**src/rtl/alu_pkg.sv**
```systemverilog
// Shared ALU definitions: multiplier FSM state encodings and Booth partial-product select codes.
package alu_pkg;

  typedef enum logic [1:0] {
    MUL_IDLE = 2'd0,
    MUL_CALC = 2'd1,
    MUL_DONE = 2'd2
  } mul_state_e;

  typedef enum logic [2:0] {
    BS_ZERO = 3'd0,
    BS_P1   = 3'd1,
    BS_P2   = 3'd2,
    BS_M1   = 3'd3,
    BS_M2   = 3'd4
  } booth_sel_e;

endpackage

```
**src/rtl/booth_mul_seq_if.sv**
```systemverilog
// Control-unit to multiplier bundle: operand request, HI/LO result and status.
interface booth_mul_seq_if
  import alu_pkg::*;
#(
  parameter int WIDTH = 32
);
  // start is a request taken only while busy is low (IDLE); a request seen while
  // busy is dropped, not queued. done pulses for one cycle when hi/lo become valid,
  // and hi/lo then hold that product until the next done.
  logic             start;
  logic [WIDTH-1:0] M;
  logic [WIDTH-1:0] Q;
  logic [WIDTH-1:0] hi;
  logic [WIDTH-1:0] lo;
  logic             busy;
  logic             done;
  mul_state_e       state;

  modport master (output start, M, Q, input hi, lo, busy, done, state);
  modport slave  (input start, M, Q, output hi, lo, busy, done, state);
endinterface

```
**src/rtl/booth_recoder.sv**
```systemverilog
// Radix-4 Booth digit recoder: {Q[1],Q[0],q_1} to a partial-product select code.
module booth_recoder
  import alu_pkg::*;
(
  input  logic [2:0] digit_i,
  output booth_sel_e sel_o
);

  always_comb begin
    sel_o = BS_ZERO;
    case (digit_i)
      3'b001, 3'b010: sel_o = BS_P1;
      3'b011:         sel_o = BS_P2;
      3'b100:         sel_o = BS_M2;
      3'b101, 3'b110: sel_o = BS_M1;
      default:        sel_o = BS_ZERO;
    endcase
  end

endmodule

```
**src/rtl/booth_mul_seq.sv**
```systemverilog
// Sequential signed radix-4 Booth multiplier: one digit pair per clock, 2*WIDTH-bit product on HI/LO.
module booth_mul_seq
  import alu_pkg::*;
#(
  parameter int WIDTH = 32
) (
  input  logic clock,
  input  logic clear,
  booth_mul_seq_if.slave bus
);

  localparam int            CW    = $clog2(WIDTH / 2) + 1;
  localparam logic [CW-1:0] STEPS = CW'(WIDTH / 2);
  localparam logic [WIDTH+1:0] ONE = {{(WIDTH + 1){1'b0}}, 1'b1};

  mul_state_e       state_q, state_d;
  logic [WIDTH-1:0] m_q, m_d;
  logic [WIDTH+1:0] acc_q, acc_d;
  logic [WIDTH-1:0] q_q, q_d;
  logic             q1_q, q1_d;
  logic [CW-1:0]    count_q, count_d;
  logic [WIDTH-1:0] hi_q, hi_d;
  logic [WIDTH-1:0] lo_q, lo_d;

  booth_sel_e       sel;
  logic [WIDTH+1:0] m_ext, pp, sum;

  booth_recoder u_recoder (
    .digit_i ({q_q[1:0], q1_q}),
    .sel_o   (sel)
  );

  // Two guard bits on the accumulator keep +/-2M and the most-negative operand exact.
  always_comb begin
    m_ext = {{2{m_q[WIDTH-1]}}, m_q};
    pp    = '0;
    case (sel)
      BS_P1:   pp = m_ext;
      BS_P2:   pp = m_ext << 1;
      BS_M1:   pp = ~m_ext + ONE;
      BS_M2:   pp = ~(m_ext << 1) + ONE;
      default: pp = '0;
    endcase
    sum = acc_q + pp;
  end

  always_comb begin
    state_d = state_q;
    m_d     = m_q;
    acc_d   = acc_q;
    q_d     = q_q;
    q1_d    = q1_q;
    count_d = count_q;
    hi_d    = hi_q;
    lo_d    = lo_q;
    case (state_q)
      MUL_IDLE: begin
        if (bus.start) begin
          state_d = MUL_CALC;
          m_d     = bus.M;
          q_d     = bus.Q;
          acc_d   = '0;
          q1_d    = 1'b0;
          count_d = '0;
        end
      end
      MUL_CALC: begin
        if (count_q == STEPS) begin
          state_d = MUL_DONE;
          hi_d    = acc_q[WIDTH-1:0];
          lo_d    = q_q;
        end else begin
          acc_d   = {{2{sum[WIDTH+1]}}, sum[WIDTH+1:2]};
          q_d     = {sum[1:0], q_q[WIDTH-1:2]};
          q1_d    = q_q[1];
          count_d = count_q + 1'b1;
        end
      end
      MUL_DONE: state_d = MUL_IDLE;
      default:  state_d = MUL_IDLE;
    endcase
  end

  always_ff @(posedge clock or posedge clear) begin
    if (clear) begin
      state_q <= MUL_IDLE;
      m_q     <= '0;
      acc_q   <= '0;
      q_q     <= '0;
      q1_q    <= 1'b0;
      count_q <= '0;
      hi_q    <= '0;
      lo_q    <= '0;
    end else begin
      state_q <= state_d;
      m_q     <= m_d;
      acc_q   <= acc_d;
      q_q     <= q_d;
      q1_q    <= q1_d;
      count_q <= count_d;
      hi_q    <= hi_d;
      lo_q    <= lo_d;
    end
  end

  assign bus.hi    = hi_q;
  assign bus.lo    = lo_q;
  assign bus.busy  = (state_q != MUL_IDLE);
  assign bus.done  = (state_q == MUL_DONE);
  assign bus.state = state_q;

endmodule

```
**src/flat_wrapper.sv**
```systemverilog
// flat-port wrapper written by rule: the top's interface ports become plain ports
module booth_mul_seq_flat import alu_pkg::*;
#(
  parameter int WIDTH = 32
)
  (clock, clear, bus_start, bus_M, bus_Q, bus_hi, bus_lo, bus_busy, bus_done, bus_state);
  booth_mul_seq_if #(.WIDTH(WIDTH)) bus_i ();
  input  logic clock;
  input  logic clear;
  input wire logic [$bits(bus_i.start)-1:0] bus_start;
  input wire logic [$bits(bus_i.M)-1:0] bus_M;
  input wire logic [$bits(bus_i.Q)-1:0] bus_Q;
  output wire logic [$bits(bus_i.hi)-1:0] bus_hi;
  output wire logic [$bits(bus_i.lo)-1:0] bus_lo;
  output wire logic [$bits(bus_i.busy)-1:0] bus_busy;
  output wire logic [$bits(bus_i.done)-1:0] bus_done;
  output wire logic [$bits(bus_i.state)-1:0] bus_state;
  assign bus_i.start = bus_start;
  assign bus_i.M = bus_M;
  assign bus_i.Q = bus_Q;
  assign bus_hi = bus_i.hi;
  assign bus_lo = bus_i.lo;
  assign bus_busy = bus_i.busy;
  assign bus_done = bus_i.done;
  assign bus_state = bus_i.state;
  booth_mul_seq #(.WIDTH(WIDTH)) u_core (.clock(clock), .clear(clear), .bus(bus_i));
endmodule
```
**config.mk**
```make
export PLATFORM = sky130hd
export DESIGN_NAME = booth_mul_seq_flat
export DESIGN_NICKNAME = d
export VERILOG_FILES = /design/src/rtl/alu_pkg.sv /design/src/rtl/booth_mul_seq_if.sv /design/src/rtl/booth_recoder.sv /design/src/rtl/booth_mul_seq.sv /design/src/flat_wrapper.sv
export SDC_FILE = /design/constraint.sdc
export NUM_CORES = 1
export LEC_CHECK = 0
export CORE_AREA = 3 3 154 156
export CTS_CLUSTER_DIAMETER = 60
export CTS_CLUSTER_SIZE = 30
export DETAILED_ROUTE_END_ITERATION = 7
export DIE_AREA = 0 0 157 159
export DONT_BUFFER_PORTS = 1
export PLACE_DENSITY = 0.57
export SYNTH_ARGS = -nofsm -noshare
export SYNTH_HDL_FRONTEND = slang
export SYNTH_SLANG_ARGS = --single-unit
```
**constraint.sdc**
```tcl
create_clock -name clock -period 13.85 [get_ports clock]
set_input_delay 2.77 -clock clock [delete_from_list [all_inputs] [get_ports clock]]
set_output_delay 2.77 -clock clock [all_outputs]
set_load 0.02 [all_outputs]
```
# Yosys cells after proc, flatten, opt, wreduce, memory -nomap -nowiden
# Cells that the tools add are included.
[classes]
n_reduce_logical = 9
n_addsub = 4
bitwise_logic = 2
n_eq_ne = 16
mux = 17
[op_table]
columns = ["cell", "n"]
rows = [
  ["case mux 34 bit (4 select lines)", 1],
  ["adder 34 x 1 -> 34 bit, second input constant", 2],
  ["two-way mux 34 bit", 2],
  ["NOT 34 bit", 2],
  ["case mux 34 bit (2 select lines)", 1],
  ["two-way mux 32 bit", 2],
  ["case mux 32 bit (2 select lines)", 1],
  ["adder 34 bit", 1],
  ["== test 3 x 2 -> 1 bit, second input constant", 4],
  ["== test 3 bit, second input constant", 4],
  ["case mux 3 bit (4 select lines)", 1],
  ["two-way mux 5 bit", 2],
  ["case mux 5 bit (2 select lines)", 1],
  ["== test 3 x 1 -> 1 bit, second input constant", 2],
  ["AND reduction 2 bit", 3],
  ["adder 5 x 1 -> 5 bit, second input constant", 1],
  ["== test 5 bit, second input constant", 1],
  ["two-way mux 2 bit", 2],
  ["inequality test 2 bit, second input constant", 2],
  ["case mux 2 bit (2 select lines)", 1],
  ["nonzero test 2 bit", 2],
  ["OR reduction 2 bit", 2],
  ["AND reduction 3 bit", 1],
  ["== test 2 x 1 -> 1 bit, second input constant", 1],
  ["5 further kinds", 6],
]
[word_totals]
reg_bits = 170
out_inout_bits = 68
elab_cells = 56

# Longest topological paths before layout
# Gate-level depths: netlist (run 1).
[depth]
word_depth = 8
mapped_depth = 20
ltp_nobuf = 20

# Hierarchy
# Synthesis (run 1) repeated with hierarchy kept, for this count alone.
[unflattened]
cells_unflattened = 1266
area_unflattened_um2 = 9944.5
[modules_own_cells]
columns = ["mod", "instances", "cells_each", "seq_area_each_um2", "area_per_inst_um2"]
rows = [
  ["booth_mul_seq", 1, 1262, 4204.0, 9910.8],
  ["booth_recoder", 1, 4, 0.0, 33.8],
]

# Least setup slack after synthesis (run 1)
# OpenSTA, ideal clock, no wires.
[synth_timing]
path_kind = "flip-flop to flip-flop"
startpoint = "register u_core.m_q[2]"
endpoint = "register u_core.acc_q[30]"
arrival_time_ns = 4.573
path_slack_ns = 9.149
t_required_ns = 13.722
synth_period_minus_slack_ns = 4.701
stages_incl_launch_ff = 18
n_path_buf = 1
cell_sequence = "dfrtp_1 buf_2 or4_1 or2_2 or4_4 nor3_1 xnor2_1 a221o_1 ha_1 and3_1 and3_1 a211oi_1 a21bo_2 a211o_1 a41o_1 a21oi_1 mux2i_1 nand3_1"
[synth_via]
elab_chain_cells = 6
word_cells_on_any_way = 8
classes_between = "add/sub (3); mux (3); bitwise (2)"
[synth_lines]
columns = ["element", "line_no", "rtl"]
rows = [
  ["from (decl)", "booth_mul_seq.sv:17", "logic [WIDTH-1:0] m_q, m_d;"],
  ["from (signal assigned)", "booth_mul_seq.sv:96", "m_q <= m_d;"],
  ["NOT 34 bit, on equally long branches", "booth_mul_seq.sv:40, booth_mul_seq.sv:41", ""],
  ["adder 34 x 1 -> 34 bit, on equally long branches", "booth_mul_seq.sv:40, booth_mul_seq.sv:41", ""],
  ["case mux 34 bit (4 select lines) *", "booth_mul_seq.sv:37", "case (sel)"],
  ["adder 34 bit *", "booth_mul_seq.sv:44", "sum = acc_q + pp;"],
  ["two-way mux 34 bit *", "booth_mul_seq.sv:68", "if (count_q == STEPS) begin"],
  ["case mux 34 bit (2 select lines) *", "booth_mul_seq.sv:56", "case (state_q)"],
  ["to (signal assigned)", "booth_mul_seq.sv:88", "acc_q <= '0;"],
  ["to (signal assigned)", "booth_mul_seq.sv:97", "acc_q <= acc_d;"],
  ["to (decl)", "booth_mul_seq.sv:18", "logic [WIDTH+1:0] acc_q, acc_d;"],
]
# Every way passes the cells marked *; elsewhere a longest branch is shown, timed or not. The select of a mux whose other input is x is not followed.
# A chain may end at the register's enable or synchronous reset.

# Worst setup path in the final report (run 1)
[layout_timing]
startpoint = "register u_core.m_q[0]"
endpoint = "register u_core.acc_q[30]"
# The elaborated chain is that of the path after synthesis.

==> results of run 1 <==
==> per-stage QoR <==
step                hold WS, ns  std cells  worst slack (ns)  util [%]  cell area [um^2]
floorplan                0.4603       1282             6.533         -             10240
CTS                      0.5041       1526             8.809     48.76             10970
global route             0.5275       1526             8.122     48.76             10970
global placement         0.4808       1494             8.903     46.11             10380
detailed placement       0.4868       1494             8.843     46.11             10380
finish                   0.5008       1526             8.763     48.76             10970
==> path summary, 6_finish.rpt <==
path / from / depth (start not counted) / endpoint
min: u_core.q_q[15]$_DFFE_PP0P_ / 2 / u_core.bus.lo[15]$_DFFE_PP0P_
max in group asynchronous: clear / 2 / u_core.q_q[0]$_DFFE_PP0P_
max: u_core.m_q[0]$_DFFE_PP0P_ / 19 / u_core.acc_q[30]$_DFFE_PP0P_
min in group asynchronous: clear / 1 / u_core.bus.lo[10]$_DFFE_PP0P_
min reg2reg: u_core.q_q[15]$_DFFE_PP0P_ / 2 / u_core.bus.lo[15]$_DFFE_PP0P_
max reg2reg: u_core.m_q[0]$_DFFE_PP0P_ / 19 / u_core.acc_q[30]$_DFFE_PP0P_
==> final cells by class <==
type                       count  area (um^2)
timing repair buffer          14        105.1
fill                        2189        11530
inverter                      18        72.57
multi-input combinational   1009         5637
clock buffer                  18        439.2
clock inverter                14        157.7
sequential                   168         4204
tap                          285        356.6
==> cells in the mapped netlist, drive strengths merged, types with 2 or more instances <==
master and n:
a221oi 17, nor4 6, o21ai 65, buf 14, o31ai 3, a2111o 2
a21oi 44, a21o 19, nor3 11, a311oi 3, or4 7, o21a 3
xor2 34, clkbuf 73, nand2b 21, o221ai 2, xnor2 44, nor2 81
a32oi 3, ha 36, and3 3, o211ai 4, nand3b 4, o22ai 7
a211oi 8, a41oi 2, and2 2, a211o 4, nor3b 3, or3 5
a31oi 52, a31o 2, a22o 2, nand2 428, a21boi 3, dfrtp 168
nor2b 10, mux2i 11, o21bai 4, nand3 28, nand4 4, a22oi 6
inv 18
==> layer usage <==
layer	part of all wire [%]	GRT usage, %	up-vias
li1	-	-	4253
met1	51	34.72	4028
met2	42	31.60	251
met3	5.4	3.724	21
met4	1.0	4.377	0
met5	0	0	-
==> logic make-up (layout without fill, tap and decap cells) <==
logic type	count (synthesis)	count (layout)	synth area share [%]
simple gates	618	618	25.81
compound gates	264	264	16.70
flops	168	168	41.06
buf+inv	105	64	3.983
xor+xnor	78	78	6.672
fa+ha+maj	37	37	4.594
mux	12	12	1.185
==> flip-flops by register name, indices dropped and copies added, names as in the netlist <==
signal	flops
u_core.bus.state	2
u_core.bus.hi	32
u_core.q1_q	1
u_core.bus.lo	32
u_core.acc_q	32
u_core.count_q	5
u_core.m_q	32
u_core.q_q	32
==> critical path: stages, from the launching register on <==
cell and delay (ns):
dfrtp_1 0.40, inv_1 0.13, ha_1 0.26, or4b_2 0.67, nor4_4 0.29, nand3b_2 0.20, nor3_1 0.37, xnor2_1 0.11
a221oi_1 0.27, a31oi_1 0.08, ha_1 0.45, a21o_1 0.24, a21oi_1 0.13, inv_1 0.06, a2111oi_0 0.43, o41ai_1 0.17
a41o_1 0.25, a21oi_1 0.17, mux2i_1 0.20, nand3_1 0.08
==> cell usage in the layout (no fill, tap or decap), types with 11 or more instances in the layout <==
cell         n
o21ai_0     65
a221oi_1    16
xor2_1      34
buf_4       14
nand2_1    426
clkbuf_16   17
nor2_1      81
inv_1       16
a31oi_1     52
dfrtp_1    168
xnor2_1     44
a21oi_1     44
nand2b_1    21
mux2i_1     11
nand3_1     28
a21o_1      19
ha_1        36
==> metrics.txt, run 1 <==
status=finished, final reports clean; Setup crit end kind=flip-flop; Initial Util=45.50%; vias in the first global route=8198; post-CTS setup buffers=0; first-pass GRT wire length=around 44 mm; max-slew violations=0; synthesized cell area=between 10000 and 15000 um^2; Area Overhead vs Synth=7.148%; Max FO, Critical Path=9; Tmin final=about 5.1 ns; final wirelength=27.21 mm; worst skew pair latency=0.43 ns; syn nets=1386; Resized Gates After CTS=0; worst-margin pin slew=between 1 and 1.5 ns; die width=157 um; TritonCTS clock tree=built; CP Launch Type=flip-flop; via count=between 8k and 9k; clk sinks=roughly 170; Worst Hold Class=flip-flop to flip-flop; final RePlAce weighted congestion=0.8912; FF+latch count, synth=approximately 170; synth warn=0; largest net degree at the start of global routing=92; Max Freq=between 0.15 and 0.2 GHz; GR Util All Layers=21.97%; Critical Path RT=14.16 ns; top cell type's share of synthesized area=a little over 40%; vias per cell=5.605; Worst-path clk slew=0.07 ns; Final Hold Fails=0; Fin Setup TNS=0 ns; Max clock buf depth=2; DR pass1 iterations=5; CTS Buf Count=17; number of synthesized flops with an enable pin=0; ranking of synthesized cells by area=dfrtp_1 (41%), nand2_1 (16%), ha_1 (4.4%), xnor2_1 (3.8%), a31oi_1 (3.2%); post-route antenna net violation count=0; cell count after synthesis=1282; hold-fix buffers at CTS=0; drt drc=0; syn_area_per_cell=7.987 um^2; ys flop type=dfrtp_1; FP Rows=55; Post-synth ARST share=100.0%; RSZ-0062 raised after global routing=false; number of I/O port buffers=0; initial DRC count=roughly 800; IO Count=around 140; register area share after synthesis=41.06%; H-tree levels=4; clock root buffer=clkbuf_16; Post-DP HPWL=18.82 mm; Register-to-Register Setup Slack=slightly below 9 ns; Yosys top cell by area=dfrtp_1; fraction of layout cells with a size suffix above 1=5.479%; WP data arrival=5.39 ns; Final setup viols=0; post-route clock skew=0.01271 ns; antenna violations before repair=0; gr ovfl total=0; max cap viols=0; Worst Path Class, Setup=flip-flop to flip-flop; wire per inst=between 15 and 20 um; ANT cells=0; Final #Nets=1332; Final period util=a little under two fifths; Die ar.=between 20000 and 25000 um^2; Synth cell types=69; Slew HR=25.61%; Chip Height=159 um; core area=22500 um^2
Power of run 1 is not shown: default switching activity piles up to over one toggle a cycle in this logic, so the estimate is an artifact.
==> run 2: changes to the inputs <==
==> constraint.sdc (replaced) <==
create_clock -name clock -period 4.9 [get_ports clock]
set_input_delay 0.98 -clock clock [delete_from_list [all_inputs] [get_ports clock]]
set_output_delay 0.98 -clock clock [all_outputs]
set_load 0.02 [all_outputs]
==> run 2 against run 1 <==
  * Cell area is 3.5% higher
  * Non-clock buffer count is 39 higher
  * Core utilization is 1.7 points higher
  * Register-to-register slack worse by 8.6 ns
  * Global-route usage is 0.25 points higher
  * Via count is 2.7% higher
  * Clock skew hardly changed
  * Routed wire length is 0.91% higher
  * Fmax is 8.5% higher
  * Sequential share of layout area is 1.3 points lower
  * Die area stayed put
  * Cell count is 2.6% higher
  * Critical path type unchanged
==> metrics.txt, run 2 (synthesized netlist as in run 1, its figures left out) <==
CP max stage delay=0.57 ns (-0.10 ns); FP Rows=55 (unchanged); CP Launch Type=flip-flop; Final period util=95.65% (+59 points); Area Overhead vs Synth=10.87%; TritonCTS clock tree=built; leading cell types in the layout, fill and taps excluded=nand2_1 (426), dfrtp_1 (167), nor2_1 (80); ANT cells=0 (unchanged); final wirelength=27.46 mm (+0.91%); Levels on crit path=17 (-2); initial DRC count=768 (-4.2%); first-pass GRT wire length=45.23 mm (+1.7%); Slew HR=29.95% (+4.3 points); met3 WL=1.487 mm (+0.34%); WP data arrival=5.00 ns (-0.39 ns); fraction of layout cells with a size suffix above 1=9.375% (+3.9 points); Max FO, Critical Path=4 (-5); Max clock buf depth=2 (unchanged); IO Count=135 (unchanged); Final Hold Fails=0 (unchanged); RSZ-0062 raised after global routing=false; CTS Buf Count=17 (unchanged); worst skew pair latency=0.44 ns (about the same); post-route clock skew=0.01276 ns (+0.00005250 ns); gr ovfl total=0 (unchanged); drt drc=0 (unchanged); worst path bufs/invs=0 (-2); most common cell after layout, fill and taps aside=nand2_1; Worst Hold Class=primary input to asynchronous set/reset pin; Crit-path slowest cell=or4_4; via count=8784 (+2.7%); antenna violations before repair=0 (unchanged); Final setup viols=0 (unchanged); worst r2r dst=u_core.acc_q[30]$_DFFE_PP0P_; final RePlAce weighted congestion=0.9226 (+3.5%); post-route antenna net violation count=0 (unchanged); Initial Util=45.50% (unchanged); Max Used Layer=met4; Max Freq=0.2134 GHz (+8.5%); Setup crit end kind=flip-flop; crit path from=u_core.m_q[0]$_DFFE_PP0P_; Post-DP HPWL=19.57 mm (+4.0%); worst-margin pin slew=1.048 ns (-0.06348 ns); Critical Path RT=5.21 ns (-8.95 ns); Die ar.=24960 um^2 (unchanged); max cap viols=0 (unchanged); core area=22500 um^2 (unchanged); r2r startpoint=u_core.m_q[0]$_DFFE_PP0P_; largest net degree at the start of global routing=115 (+25%); Top delay family on crit path=compound AO/OA/AOI/OAI gates; H-tree levels=4 (unchanged); Worst Path Class, Setup=flip-flop to flip-flop; Register-to-Register Setup Slack=0.21 ns (-8.55 ns); clk sinks=168 (unchanged); Chip Height=159 um (unchanged); met2 routed WL=11.41 mm (-0.86%); Final #Nets=1371 (+2.9%); die width=157 um (unchanged); CP Capture Point=u_core.acc_q[30]$_DFFE_PP0P_; r2r worst-path depth=17 (-2); wire per inst=17.54 um (-1.6%); max-slew violations=0 (unchanged); DR pass1 iterations=5 (unchanged); vias per cell=5.613 (+0.14%); vias in the first global route=8435 (+2.9%); number of I/O port buffers=0 (unchanged); status=finished, final reports clean; clock root buffer=clkbuf_16; crit-path cells=or4_4, or2_2, or4_4, nand2_1, xnor2_1, a221oi_2, a31oi_1, ha_1, a21o_1, a21o_1, a211oi_1, a21bo_2, a211o_1, a41o_1, a21oi_1, mux2i_1, nand3_1; Worst-path clk slew=0.07 ns (about the same); Fin Setup TNS=0 ns (unchanged); M1 WL=14.12 mm (+1.2%); Tmin final=4.687 ns (-0.4000 ns); GR Util All Layers=22.22% (+0.25 points)
==> run 2: how the worst min path moves through the flow <==
| stage | from | endpoint | slack, ns | cells past startpoint |
|---|---|---|---|---|
| CTS | clear | u_core.bus.hi[9]$_DFFE_PP0P_ | 0.28 | 1 |
| finish | clear | u_core.bus.hi[8]$_DFFE_PP0P_ | 0.30 | 1 |
| detailed placement | u_core.q_q[21]$_DFFE_PP0P_ | u_core.bus.lo[21]$_DFFE_PP0P_ | 0.48 | 2 |
| floorplan | u_core.q_q[27]$_DFFE_PP0P_ | u_core.bus.lo[27]$_DFFE_PP0P_ | 0.46 | 2 |
| global route | clear | u_core.bus.hi[8]$_DFFE_PP0P_ | 0.29 | 1 |
| global placement | u_core.q_q[13]$_DFFE_PP0P_ | u_core.bus.lo[13]$_DFFE_PP0P_ | 0.48 | 2 |
==> run 2: layer usage <==
| layer | GRT usage (%) | up-vias |
|---|---|---|
| li1 | - | 4345 |
| met1 | 35.16 | 4153 |
| met2 | 31.07 | 248 |
| met3 | 3.941 | 38 |
| met4 | 5.929 | 0 |
| met5 | 0 | - |
==> run 2: repair_timing <==
action / CTS / global route
gates resized for setup: 0 / 21
setup buffers: 0 / 3
endpoints found under the setup margin: 0 / 10
hold buffers: 0 / 0
==> run 2: cell type report <==
class / count / area (um^2)
timing repair buffer: 53 / 410.4
clock inverter: 14 / 150.1
clock buffer: 18 / 439.2
inverter: 18 / 71.32
fill: 2201 / 11150
tap: 285 / 356.6
sequential: 168 / 4205
multi-input combinational: 1009 / 5720
==> run 2: through the flow <==
| stage | std cells | hold slack (ns) | worst slack [ns] | util [%] | cell area [um^2] |
|---|---|---|---|---|---|
| 4_1_cts | 1562 | 0.2810 | 0.03031 | 49.96 | 11240 |
| 2_1_floorplan | 1282 | 0.4603 | 0.1985 | - | 10240 |
| 6_report | 1565 | 0.3009 | 0.2131 | 50.45 | 11350 |
| 3_5_place_dp | 1530 | 0.4828 | 0.04542 | 47.35 | 10650 |
| 3_3_place_gp | 1530 | 0.4780 | 0.1292 | 47.35 | 10650 |
| 5_1_grt | 1565 | 0.2855 | 0.005100 | 50.45 | 11350 |
==> run 2: worst reg2reg max path, cell delays in order, from the launching register on <==
cell	delay, ns
dfrtp_1	0.42
or4_4	0.57
or2_2	0.33
or4_4	0.48
nand2_1	0.11
xnor2_1	0.10
a221oi_2	0.26
a31oi_1	0.09
ha_1	0.37
a21o_1	0.19
a21o_1	0.17
a211oi_1	0.20
a21bo_2	0.25
a211o_1	0.31
a41o_1	0.25
a21oi_1	0.17
mux2i_1	0.21
nand3_1	0.08
Power of run 2 is left out for the same reason.
==> run 3: changes to the inputs <==
==> constraint.sdc (replaced) <==
create_clock -name clock -period 4.4 [get_ports clock]
set_input_delay 0.88 -clock clock [delete_from_list [all_inputs] [get_ports clock]]
set_output_delay 0.88 -clock clock [all_outputs]
set_load 0.02 [all_outputs]
==> run 3 against run 2 <==
  * The flow now finishes with violations (negative setup slack)
  * Register-to-register slack got worse by 0.23 ns
  * Setup slack got worse by 0.23 ns
  * Routed wire length rose by 0.94%
  * Clock skew barely moved
  * First-iteration DRC count rose by 16%
  * Cell count rose by 3.0%
  * Hold slack improved by 0.19 ns
  * Flip-flop and latch count did not move
  * Via count rose by 1.7%
  * Core utilization rose by 2.3 points
  * Critical path depth fell by 1
  * Fmax rose by 6.0%
  * Critical endpoint unchanged
  * Largest cell class unchanged
==> metrics.txt, run 3 (synthesized netlist as in run 1, its figures left out) <==
drt drc=0 (unchanged); Max Freq=0.2262 GHz (+6.0%); r2r worst-path depth=16 (-1); Cells after DPL=1573 (+2.8%); Slew HR=34.68% (+4.7 points); CP Launch Type=flip-flop; vias in the first global route=8308 (-1.5%); Worst Hold Class=flip-flop to flip-flop; Initial Util=45.50% (unchanged); Max FO, Critical Path=4 (unchanged); Crit-path slowest cell=or4_4; via count=8936 (+1.7%); failing checks=negative setup slack; Register-to-Register Setup Slack=-0.02 ns (-0.23 ns); r2r startpoint=u_core.m_q[1]$_DFFE_PP0P_; core area=22500 um^2 (unchanged); Chip Height=159 um (unchanged); post-route clock skew=0.01242 ns (-0.0003456 ns); Worst Path Class, Setup=flip-flop to flip-flop; clock root buffer=clkbuf_16; antenna violations before repair=0 (unchanged); initial DRC count=888 (+16%); Max clock buf depth=2 (unchanged); max cap viols=0 (unchanged); H-tree levels=4 (unchanged); WHS Endpoint=u_core.bus.lo[13]$_DFFE_PP0P_; crit-path cells=or4_4, or2_4, or4_4, nor3_2, xnor2_1, a221o_1, ha_4, and3_1, and3_1, a211oi_1, a21bo_2, a211o_1, a41o_1, a21oi_2, mux2i_1, nand3_1; DR pass1 iterations=5 (unchanged); CTS Buf Count=17 (unchanged); Critical Path RT=4.71 ns (-0.50 ns); Final setup viols=1 (+1); post-route antenna net violation count=0 (unchanged); Worst-path clk slew=0.07 ns (about the same); CP max stage delay=0.54 ns (-0.03 ns); Setup WS post-layout=-0.01992 ns (-0.2330 ns); status=finished with violations; Final period util=100.5% (+4.8 points); final RePlAce weighted congestion=0.9364 (+1.5%); GR Util All Layers=22.27% (+0.046 points); Final #Nets=1418 (+3.4%); max-slew violations=0 (unchanged); gr ovfl total=0 (unchanged); Area Overhead vs Synth=15.93%; final wirelength=27.71 mm (+0.94%); TritonCTS clock tree=built; fraction of layout cells with a size suffix above 1=14.17% (+4.8 points); Layout Cells excl Fill=1612 (+3.0%); largest net degree at the start of global routing=169 (+47%); WP data arrival=4.73 ns (-0.27 ns); hold path cells=2; ANT cells=0 (unchanged); die width=157 um (unchanged); hold-fix buffers at CTS=0 (unchanged); Die ar.=24960 um^2 (unchanged); Final Hold Fails=0 (unchanged); worst-margin pin slew=0.9798 ns (-0.06841 ns); first-pass GRT wire length=45.34 mm (+0.24%); Setup crit end kind=flip-flop; wire per inst=17.19 um (-2.0%); worst path bufs/invs=0 (unchanged); Post-DP HPWL=20.11 mm (+2.8%); worst skew pair latency=0.43 ns (about the same); worst r2r dst=u_core.acc_q[30]$_DFFE_PP0P_; number of I/O port buffers=0 (unchanged); vias per cell=5.543 (-1.2%); RSZ-0062 raised after global routing=true; Top delay family on crit path=simple AND/OR/NAND/NOR gates; most common cell after layout, fill and taps aside=nand2_1; leading cell types in the layout, fill and taps excluded=nand2_1 (423), dfrtp_1 (168), buf_4 (98); IO Count=135 (unchanged); hold_sp=u_core.q_q[13]$_DFFE_PP0P_; FP Rows=55 (unchanged); clk sinks=168 (unchanged); Tmin final=4.420 ns (-0.2670 ns)
-- run 3: repair_timing --
item	in CTS	in global routing
resized for setup	6	38
setup buffers	0	7
endpoints found under the setup margin	8	16
hold endpoints to repair	0	0
pin swaps	4	12
-- run 3: worst min-delay path, stage by stage (launching register included) --
cell,delay [ns]
dfrtp_1,0.36
nand2_1,0.05
nand2_1,0.05
-- run 3: how the worst max path moves through the flow --
stage / from / to / slack, ns / cells after the start
after detailed placement: u_core.m_q[0]$_DFFE_PP0P_ / u_core.acc_q[30]$_DFFE_PP0P_ / -0.07 / 18
after floorplan: u_core.m_q[10]$_DFFE_PP0P_ / u_core.acc_q[30]$_DFFE_PP0P_ / -0.0008 / 20
after global placement: u_core.m_q[10]$_DFFE_PP0P_ / u_core.acc_q[26]$_DFFE_PP0P_ / 0.001 / 17
after CTS: u_core.m_q[1]$_DFFE_PP0P_ / u_core.acc_q[30]$_DFFE_PP0P_ / -0.02 / 16
after global routing: u_core.m_q[0]$_DFFE_PP0P_ / u_core.acc_q[30]$_DFFE_PP0P_ / -0.24 / 21
final: u_core.m_q[1]$_DFFE_PP0P_ / u_core.acc_q[30]$_DFFE_PP0P_ / -0.02 / 16
-- run 3: final cells by class --
| class | count | area [um^2] |
|---|---|---|
| multi-input combinational | 1009 | 5884 |
| inverter | 18 | 71.32 |
| tap | 285 | 356.6 |
| fill | 2130 | 10630 |
| clock buffer | 18 | 439.2 |
| timing repair buffer | 100 | 767.0 |
| sequential | 168 | 4204 |
| clock inverter | 14 | 148.9 |
-- run 3: layer usage --
metal | up-vias | global-route usage [%] | wire [um]
li1 | 4458 | - | -
met1 | 4247 | 35.62 | 14570
met2 | 211 | 31.97 | 11790
met3 | 20 | 3.017 | 1083
met4 | 0 | 4.656 | 275
met5 | - | 0 | 0
-- run 3: through the flow --
| step | TNS, ns | setup WS [ns] | util (%) | cell area [um^2] | hold WS (ns) |
|---|---|---|---|---|---|
| finish | -0.01992 | -0.01992 | 52.76 | 11870 | 0.4940 |
| global route | -1.347 | -0.2409 | 52.76 | 11870 | 0.5278 |
| CTS | -0.02111 | -0.01570 | 51.72 | 11640 | 0.4994 |
| detailed placement | -0.1193 | -0.07109 | 49.02 | 11030 | 0.4809 |
| global placement | 0 | 0.0009939 | 49.02 | 11030 | 0.4760 |
| floorplan | -0.0007501 | -0.0007501 | - | 10310 | 0.4603 |
Power of run 3 is left out for the same reason.
